$ cat config.mk
export PLATFORM = sky130hd
export DESIGN_NAME = control_wall
export DESIGN_NICKNAME = d
export VERILOG_FILES = /design/src/rtl/control_wall.sv
export SDC_FILE = /design/constraint.sdc
export NUM_CORES = 1
export LEC_CHECK = 0
export CORE_ASPECT_RATIO = 0.6
export CORE_MARGIN = 2
export CORE_UTILIZATION = 35
export DETAILED_ROUTE_END_ITERATION = 10
export SETUP_SLACK_MARGIN = 0.2
export SLEW_MARGIN = 20
export SYNTH_ARGS = -nofsm -noshare
export SYNTH_HDL_FRONTEND = slang
export SYNTH_SLANG_ARGS = --single-unit
$ cat constraint.sdc
create_clock -name clk -period 3.3 [get_ports clk]
set_clock_uncertainty 0.05 [all_clocks]
set_input_delay 0.33 -clock clk [delete_from_list [all_inputs] [get_ports clk]]
set_output_delay 0.33 -clock clk [all_outputs]
set_load 0.005 [all_outputs]
$ cat src/rtl/control_wall.sv
`default_nettype none
// ============================================================================
// Module   : control_wall
// Purpose  : Sequences one wall step per FRAMES_PER_STEP frames: erase the
//            wall, move it left (flagging wrap and score), then redraw it.
// Revision : 1.0
// ============================================================================
module control_wall #(
    parameter int FRAMES_PER_STEP = 4,
    parameter int WALL_X_SPEED    = 4,
    parameter int DRAW_TIMEOUT    = 2048
) (
    input  logic       clk,
    input  logic       reset,
    input  logic       enable,
    input  logic       frame_tick,
    input  logic [7:0] wall_x,
    input  logic       draw_done,
    output logic [1:0] cur_state,
    output logic       draw_start,
    output logic       ld_wall,
    output logic       wall_wrap,
    output logic       score_inc,
    output logic       draw_err
);

    localparam logic [1:0]  c_st_update  = 2'd0;
    localparam logic [1:0]  c_st_del     = 2'd1;
    localparam logic [1:0]  c_st_draw    = 2'd2;
    localparam logic [1:0]  c_st_wait    = 2'd3;
    localparam logic [7:0]  c_frame_last = 8'(FRAMES_PER_STEP - 1);
    localparam logic [7:0]  c_speed      = 8'(WALL_X_SPEED);
    localparam logic [15:0] c_to_last    = 16'(DRAW_TIMEOUT - 1);

    logic [1:0]  r_state;
    logic [7:0]  r_frame_cnt;
    logic [15:0] r_to_cnt;
    logic        r_draw_start;
    logic        r_wall_wrap;
    logic        r_score_inc;
    logic        r_draw_err;
    logic        w_phase_end;

    // A phase ends on draw_done or on its last allowed cycle, whichever first.
    assign w_phase_end = draw_done || (r_to_cnt == c_to_last);

    always_ff @(posedge clk) begin
        if (reset) begin
            r_state      <= c_st_wait;
            r_frame_cnt  <= 8'd0;
            r_to_cnt     <= 16'd0;
            r_draw_start <= 1'b0;
            r_wall_wrap  <= 1'b0;
            r_score_inc  <= 1'b0;
            r_draw_err   <= 1'b0;
        end else begin
            r_draw_start <= 1'b0;
            r_wall_wrap  <= 1'b0;
            r_score_inc  <= 1'b0;
            case (r_state)
                c_st_wait: begin
                    if (enable && frame_tick) begin
                        if (r_frame_cnt == c_frame_last) begin
                            r_frame_cnt  <= 8'd0;
                            r_state      <= c_st_del;
                            r_draw_start <= 1'b1;
                            r_to_cnt     <= 16'd0;
                        end else begin
                            r_frame_cnt <= r_frame_cnt + 8'd1;
                        end
                    end
                end
                c_st_del: begin
                    if (w_phase_end) begin
                        if (!draw_done) r_draw_err <= 1'b1;
                        r_state     <= c_st_update;
                        // Sampled before UPDATE so the flag lines up with ld_wall.
                        r_wall_wrap <= (wall_x < c_speed);
                    end else begin
                        r_to_cnt <= r_to_cnt + 16'd1;
                    end
                end
                c_st_update: begin
                    r_state      <= c_st_draw;
                    r_draw_start <= 1'b1;
                    r_to_cnt     <= 16'd0;
                    r_score_inc  <= r_wall_wrap;
                end
                c_st_draw: begin
                    if (w_phase_end) begin
                        if (!draw_done) r_draw_err <= 1'b1;
                        r_state <= c_st_wait;
                    end else begin
                        r_to_cnt <= r_to_cnt + 16'd1;
                    end
                end
                default: r_state <= c_st_wait;
            endcase
        end
    end

    assign cur_state  = r_state;
    assign draw_start = r_draw_start;
    assign ld_wall    = (r_state == c_st_update);
    assign wall_wrap  = r_wall_wrap;
    assign score_inc  = r_score_inc;
    assign draw_err   = r_draw_err;

endmodule
`default_nettype wire

### After elaboration in Yosys (flattened, before gate mapping)

Cells that the tools add are included.

| operators by class | value |
|---|---|
| add/subtract/negate cells | 2 |
| $mul | 0 |
| divide/modulo/power cells | 0 |
| $lt $le $gt $ge | 1 |
| equal/unequal tests | 10 |
| shift-type cells | 0 |
| muxes and demuxes | 13 |
| bitwise logic cells | 4 |
| reduce and logical (&&, ||, !) cells | 10 |

Operator list:

| cell | count |
|---|---|
| 16-bit 2-to-1 mux | 3 |
| 16-bit case mux with 3 select lines | 1 |
| 16-bit by 1-bit adder with 16-bit output, second input constant | 1 |
| 16-bit by 11-bit == test with 1-bit output, second input constant | 1 |
| 2-bit != test, second input constant | 5 |
| 8-bit by 1-bit adder with 8-bit output, second input constant | 1 |
| 8-bit by 2-bit == test with 1-bit output, second input constant | 1 |
| 8-bit by 3-bit less-than comparator with 1-bit output, second input constant | 1 |
| 2-bit 2-to-1 mux | 4 |
| 8-bit 2-to-1 mux | 1 |
| 2-bit case mux with 4 select lines | 1 |
| 3-bit AND reduction | 2 |
| 2-bit == test, second input constant | 2 |
| 1-bit inverter | 4 |
| 4-bit AND reduction | 1 |
| 2-bit OR reduction | 2 |
| 3-bit OR reduction | 1 |
| 2-bit by 1-bit == test with 1-bit output, second input constant | 1 |
| 2-bit zero test | 1 |
| 1-bit 2-to-1 mux | 2 |
| 1-bit case mux with 2 select lines | 1 |
| 2-bit AND reduction | 1 |
| 1-bit logical AND | 1 |
| 1-bit logical OR | 1 |

| storage, ports and cells | value |
|---|---|
| register bits after elaboration | 30 |
| latch bits | 0 |
| memory bits (writable) | 0 |
| memory bits (read-only) | 0 |
| bits of input ports | 13 |
| output and inout port bits | 7 |
| word-level logic and storage cells | 47 |
| memories kept | 0 |

### Longest topological paths before layout

Gate-level depths: netlist of the first run.

| logic depth | value |
|---|---|
| depth in word-level cells | 4 |
| mapped depth | 9 |
| depth with buffers taken out | 7 |

### Least setup slack after synthesis of the first run

Ideal clock, no wire load.

| path | value |
|---|---|
| path type | flip-flop to flip-flop |
| start point | register r_frame_cnt[0] |
| end point | register r_to_cnt[14] |
| library setup time | 0.071 ns |
| arrival time | 2.180 ns |
| required time | 3.179 ns |
| setup slack | 0.999 ns |
| cell stages (with the launch flop) | 7 |
| buffers on the path | 0 |
| clock period less this slack | 2.301 ns |
| cell sequence | dfxtp_1 ha_1 or4b_1 o31a_1 or3_4 or3_1 a21oi_1 |

| between the ends | value |
|---|---|
| cells in the longest elaborated chain, start to end | 3 |

Ends and longest elaborated chain:

| element | RTL line | text |
|---|---|---|
| start: declaration | 36 | `logic [7:0] r_frame_cnt;` |
| start signal: assignment | 69 | `r_frame_cnt <= r_frame_cnt + 8'd1;` |
| 8-bit by 2-bit == test with 1-bit output | 63 | `if (r_frame_cnt == c_frame_last) begin` |
| 2-bit != test (no source line) | - |  |
| 3-bit AND reduction (no source line) | - |  |
| end signal: assignment | 80 | `r_to_cnt <= r_to_cnt + 16'd1;` |
| end signal: assignment | 94 | `r_to_cnt <= r_to_cnt + 16'd1;` |
| end: declaration | 37 | `logic [15:0] r_to_cnt;` |

Every way passes these cells.
A chain may end at the register's enable or synchronous reset.

### Final worst setup path of the first run

Same ends and word-level chain as after synthesis.

==> results of run 1 <==
==> how the worst min path moves through the flow <==
stage,slack (ps),endpoint,cells past startpoint
floorplan,390,r_to_cnt[15],2
global placement,410,r_frame_cnt[1],2
detailed placement,420,draw_err,2
CTS,440,draw_err,2
global route,450,r_to_cnt[15],2
finish,420,draw_err,2
==> critical path, delay by kind of cell (launching register included) <==
family | cells | cell delay (ps)
adder cells (fa/ha/maj) | 1 | 210
AND/OR/NAND/NOR | 3 | 1320
AO/OA/AOI/OAI | 2 | 640
flip-flops | 1 | 380
==> sequential cells by signal, summed over array words and instances, names as in the netlist <==
signal / count
r_to_cnt: 16
r_frame_cnt: 8
cur_state: 2
draw_err: 1
draw_start: 1
score_inc: 1
wall_wrap: 1
==> layer usage <==
metal  wire, um  up-vias  share of wire (%)  GRT usage [%]
met2       1380       17                 41           24.5
met4         49        0                1.5           6.82
met1       1770      601                 53           21.8
met3        134        6                4.0           4.75
li1           -      664                  -              -
met5          0        -                  0              0
==> cell families after synthesis <==
family	share of synthesized area (%)
and+or+nand+nor	32.3
buffers and inverters	2.73
xor gates and xnor gates	10.4
adders and majority gates	5.79
muxes	1.41
AOI/OAI and AO/OA	7.69
DFF	39.7
==> report_power, final <==
group	switching (W)	internal, W	leakage [nW]
Sequential	0.00000828	0.000369	0.242
Combinational	0.0000837	0.0000577	0.357
Clock	0.000132	0.000168	0.0482
==> synth_stat cells, types with 2 or more instances <==
master	instances
o21ai_0	2
or2_2	4
nor4b_1	4
clkbuf_1	6
nand3_1	7
xor2_1	3
inv_1	5
xnor2_1	15
a21oi_1	7
and3_1	4
dfxtp_1	30
nor2_1	32
a211oi_1	3
nor3_1	2
or3_1	3
nor4_1	10
nand2_1	9
nand4_1	7
ha_1	7
==> through the flow <==
step	setup WS, ps	hold WS (ps)	cell area [um^2]
floorplan	999	388	1510
global placement	735	410	1760
detailed placement	689	420	1760
CTS	643	436	1850
global route	519	452	1850
finish	621	424	1850
==> cell usage in the layout, fill, tap and decap left out, types with 2 or more instances in the layout <==
| cell type | n |
|---|---|
| buf_4 | 3 |
| nor4b_1 | 4 |
| ha_1 | 7 |
| xnor2_1 | 15 |
| or2_2 | 4 |
| nand3_1 | 7 |
| xor2_1 | 3 |
| and3_1 | 4 |
| nor4_1 | 10 |
| inv_1 | 5 |
| o21ai_0 | 2 |
| nand2_1 | 9 |
| a211oi_1 | 3 |
| nor2_1 | 32 |
| nor3_1 | 2 |
| nand4_1 | 7 |
| or3_1 | 3 |
| clkbuf_8 | 6 |
| a21oi_1 | 7 |
| dfxtp_1 | 30 |
| clkdlybuf4s50_1 | 17 |
==> cell type report <==
type,instances,area share [%]
multi-input combinational,135,47.1
sequential,30,32.5
timing repair buffer,20,10.4
clock buffer,7,4.67
tap,60,4.06
inverter,5,1.01
clock inverter,1,0.271
==> summary.md, run 1 <==
| Metric | Value |
|---|---|
| Status | complete, no violations |
| Multi-input gate area | 871 um^2 |
| CTS Root Cell | clkbuf_8 |
| 1st-iter DRT viols | 39 |
| Syn_area_per_cell | 8.59 um^2 |
| Final Hold Vio Count | 0 |
| Sequential fraction of the synthesis area | 39.7% |
| Top-area cell type share of the netlist area | 39.7% |
| Slowest cell delay on critical path | 500 ps |
| First drt pass iteration count | 4 |
| Dpl hpwl | 2.54 mm |
| Via count | 1288 |
| DR WL/cell | 12.9 um |
| Core footprint | 4120 um^2 |
| Min-delay worst type | flip-flop to flip-flop |
| Post-synth top flop | dfxtp_1 |
| Non-Filler Instances | 258 |
| Final Setup Violations | 0 |
| First-pass GRT wire length | 5.72 mm |
| Fin nets | 217 |
| Slowest stage cell, crit path | o31a_1 |
| Vias per inst | 4.99 |
| Layout cells sized above 1 | 8.59% |
| Antenna violations before repair | 0 |
| Worst setup SP type | flip-flop |
| Clock tree buffer depth | 2 |
| Post-Syn Instances | 176 |
| Num CTS Buffers | 5 |
| Slew Viols, Final | 0 |
| Final Util | 44.9% |
| Cts hold-fix bufs | 0 |
| CTS tree | built |
| Setup bufs post-CTS | 0 |
| Drc violations | 0 |
| Endpoint class of the critical path | flip-flop |
| Critical path type | flip-flop to flip-flop |
| Slew @ Worst Pin | 795 ps |
| Leakage power total | 0.647 nW |
| # IOs | 20 |
| PostCTS Resize Cnt | 0 |
| # placed instances | 250 |
| Largest cells by area after synthesis | dfxtp_1, xnor2_1, nor2_1 |
| #FFs+latches synth | 30 |
| Post-synth EDFFs | 0 |
| Crit Path Max Fanout | 16 |
| Post-synth top area cell | dfxtp_1 |
| H-tree levels | 2 |
| Area grow syn2layout | 22.2% |
| Routed WL | 3.33 mm |
| Register Area | 601 um^2 |
| CP Cell Sequence | ha_1, or4b_1, o31a_1, or3_4, or3_1, a21oi_1 |
| CP arrival | 2840 ps |
| RSZ-0062 raised after global routing | false |
| Synthesized area | 1510 um^2 |
| Crit. Startpoint | r_frame_cnt[0] |
| Power Total | 0.000818 W |
| R2r setup slk | 620 ps |
| Crit path capture | r_to_cnt[14] |
| Max_cap viols | 0 |
| Worst Min Path Start | draw_err |
| Antenna diodes | 0 |
| Unique masters post-synth | 35 |
| Row count | 18 |
| Clk_lat worst skew | 280 ps |
| Die ar. | 4880 um^2 |
| Overall Global Routing Usage | 16.2% |
| Worst R2R End | r_to_cnt[14] |
| Number of global-route vias before repair | 1239 |
| Port Buffers | 17 |
| Async S/R FF share, synth | 0% |
| Fmax | 0.373 GHz |
| Fillers | 394 |
| Starting density of the core | 36.7% |
| Synth Warn # | 0 |
| Pwr per Cell Area | 442 nW/um^2 |
| Reg2reg path depth | 6 |
| Max VDD drop | 0.223 mV |
| Post-DRT Antenna Nets | 0 |
| Reg-to-reg startpoint | r_frame_cnt[0] |
| Slew margin rel. | 46.5% |
| Syn nets | 196 |
| Data required time of the worst path | 3460 ps |
| Clock sinks | 30 |
| Setup TNS | 0 ps |
| Worst-path clk slew | 70 ps |
| Period Utilization, post-route | 81.2% |
| Largest net degree at the start of global routing | 17 |
| Vert. Die Dim | 54.9 um |
| Width of the die | 88.9 um |
| Routability cong. | 0.823 |
| Min cycle time layout | 2680 ps |
| Gr ovfl total | 0 |
Power figures use the tool's default switching activity.
==> inputs of run 2 (changes only) <==
clock period = 2.2 ns   (was 3.3 ns; I/O delays follow)
==> run 2 against run 1 <==
Critical path depth unchanged. Die area did not move. Register-to-register slack lost 590 ps. Critical endpoint unchanged.
==> summary.md, run 2 (same netlist as run 1, synthesis figures left out) <==
| Metric | Value |
|---|---|
| Status | complete, no violations (unchanged) |
| Critical path type | flip-flop to flip-flop (unchanged) |
| Final Setup Violations | 0 (unchanged) |
| Worst-path clk slew | 60 ps (was 70 ps) |
| Area grow syn2layout | 52.1% (was 22.2%) |
| Endpoint class of the critical path | flip-flop (unchanged) |
| Vias per inst | 5.16 (was 4.99) |
| Antenna violations before repair | 0 (unchanged) |
| Width of the die | 88.9 um (unchanged) |
| Via count | 1410 (was 1288) |
| Routability cong. | 0.862 (was 0.823) |
| Port Buffers | 17 (unchanged) |
| Pwr per Cell Area | 610 nW/um^2 (was 442 nW/um^2) |
| Most frequent cells in the layout | nor2_1, dfxtp_1, clkdlybuf4s50_1, xnor2_1, buf_4 (was nor2_1, dfxtp_1, clkdlybuf4s50_1, xnor2_1, nor4_1) |
| Non-Filler Instances | 273 (was 258) |
| Slew @ Worst Pin | 540 ps (was 795 ps) |
| Gr ovfl total | 0 (unchanged) |
| Clock sinks | 30 (unchanged) |
| Starting density of the core | 36.7% (unchanged) |
| Post-DRT Antenna Nets | 0 (unchanged) |
| Slew Viols, Final | 0 (unchanged) |
| Num CTS Buffers | 5 (unchanged) |
| Largest net degree at the start of global routing | 12 (was 17) |
| CTS Root Cell | clkbuf_8 (unchanged) |
| Slew margin rel. | 64.0% (was 46.5%) |
| Max_cap viols | 0 (unchanged) |
| Worst setup SP type | flip-flop (unchanged) |
| Biggest register | r_to_cnt (unchanged) |
| Cts hold-fix bufs | 0 (unchanged) |
| # IOs | 20 (unchanged) |
| Largest register FFs | 16 (unchanged) |
| CP arrival | 2340 ps (was 2840 ps) |
| Clk_lat worst skew | 280 ps (about the same) |
| Die ar. | 4880 um^2 (unchanged) |
| Multi-input gate area | 1160 um^2 (was 871 um^2) |
| Max VDD drop | 0.300 mV (was 0.223 mV) |
| RSZ-0062 raised after global routing | true (was false) |
| DR WL/cell | 15.2 um (was 12.9 um) |
| Min-delay worst type | flip-flop to flip-flop (unchanged) |
| Data required time of the worst path | 2370 ps (was 3460 ps) |
| CTS tree | built (unchanged) |
| Clock tree buffer depth | 2 (unchanged) |
| Setup TNS | 0 ps (unchanged) |
| Fmax | 0.460 GHz (was 0.373 GHz) |
| 1st-iter DRT viols | 54 (was 39) |
| Overall Global Routing Usage | 18.4% (was 16.2%) |
| Row count | 18 (unchanged) |
| Number of global-route vias before repair | 1325 (was 1239) |
| H-tree levels | 2 (unchanged) |
| Crit Path Max Fanout | 3 (was 16) |
| Core footprint | 4120 um^2 (unchanged) |
| First drt pass iteration count | 4 (unchanged) |
| Register Area | 614 um^2 (was 601 um^2) |
| Fin nets | 234 (was 217) |
| Leakage power total | 0.772 nW (was 0.647 nW) |
| Commonest non-fill, non-tap cell in the layout | nor2_1 (unchanged) |
| Dpl hpwl | 2.65 mm (was 2.54 mm) |
| Period Utilization, post-route | 98.8% (was 81.2%) |
| Fillers | 352 (was 394) |
| First-pass GRT wire length | 6.42 mm (was 5.72 mm) |
| # placed instances | 260 (was 250) |
| Final Hold Vio Count | 0 (unchanged) |
| Antenna diodes | 0 (unchanged) |
| Vert. Die Dim | 54.9 um (unchanged) |
| Min cycle time layout | 2170 ps (was 2680 ps) |
| Routed WL | 4.15 mm (was 3.33 mm) |
| Drc violations | 0 (unchanged) |
| Layout cells sized above 1 | 31.9% (was 8.59%) |
==> run 2: final cells by class <==
class	instances	area share, %
multi-input combinational	135	50.4
sequential	30	26.7
timing repair buffer	37	15.3
clock buffer	6	3.59
tap	60	3.26
inverter	5	0.816
==> run 2: timing repair <==
action | 4_1_cts | 5_1_grt
pin swaps | 1 | 18
setup endpoints to repair | 17 | 19
gates resized for setup | 15 | 38
buffers inserted | 2 | 5
==> run 2: worst paths after layout <==
path / start / to / slack, ps / cells past startpoint
min: draw_err / draw_err / 420 / 2
max reg2reg: r_frame_cnt[1] / r_to_cnt[14] / 30 / 6
max: r_frame_cnt[1] / r_to_cnt[14] / 30 / 6
min reg2reg: draw_err / draw_err / 420 / 2
==> run 2: critical path, stage by stage (launching register included) <==
cell     delay [ps]
dfxtp_2         350
ha_4            140
or4b_4          450
o31a_1          300
or3_4           340
or3_1           360
a21oi_1         120
==> run 2: per-layer routing <==
layer  global-route usage (%)  vias up  share of wire, %
met2                     27.6       28                45
li1                         -      698                 -
met4                     11.6        0               2.1
met1                     23.3      678                50
met5                        0        -                 0
met3                     5.64        6               3.3
==> run 2: metrics by stage <==
| stage | hold WS (ps) | power (W) | util, % | worst slack (ps) | instance area [um^2] |
|---|---|---|---|---|---|
| detailed placement | 419 | 0.000834 | 45.5 | 22.8 | 1870 |
| CTS | 435 | 0.00131 | 50.2 | 40.2 | 2070 |
| global placement | 415 | 0.000829 | 45.5 | 59.4 | 1870 |
| floorplan | 388 | 0.000722 | - | 70.8 | 1560 |
| finish | 424 | 0.00140 | 55.8 | 27.0 | 2300 |
| global route | 464 | 0.00148 | 55.8 | -31.4 | 2300 |
==> run 2: power by group <==
part,total [W],internal (W),switching [W]
Combinational,0.000393,0.000175,0.000218
Clock,0.000443,0.000241,0.000202
Sequential,0.000567,0.000556,0.0000109
Total,0.00140,0.000972,0.000431
==> inputs of run 3 (changes only) <==
SLEW_MARGIN = 40   (was 20)
==> results of run 3 <==
No change in the layout: final DEF, timing and power equal those of run 2.
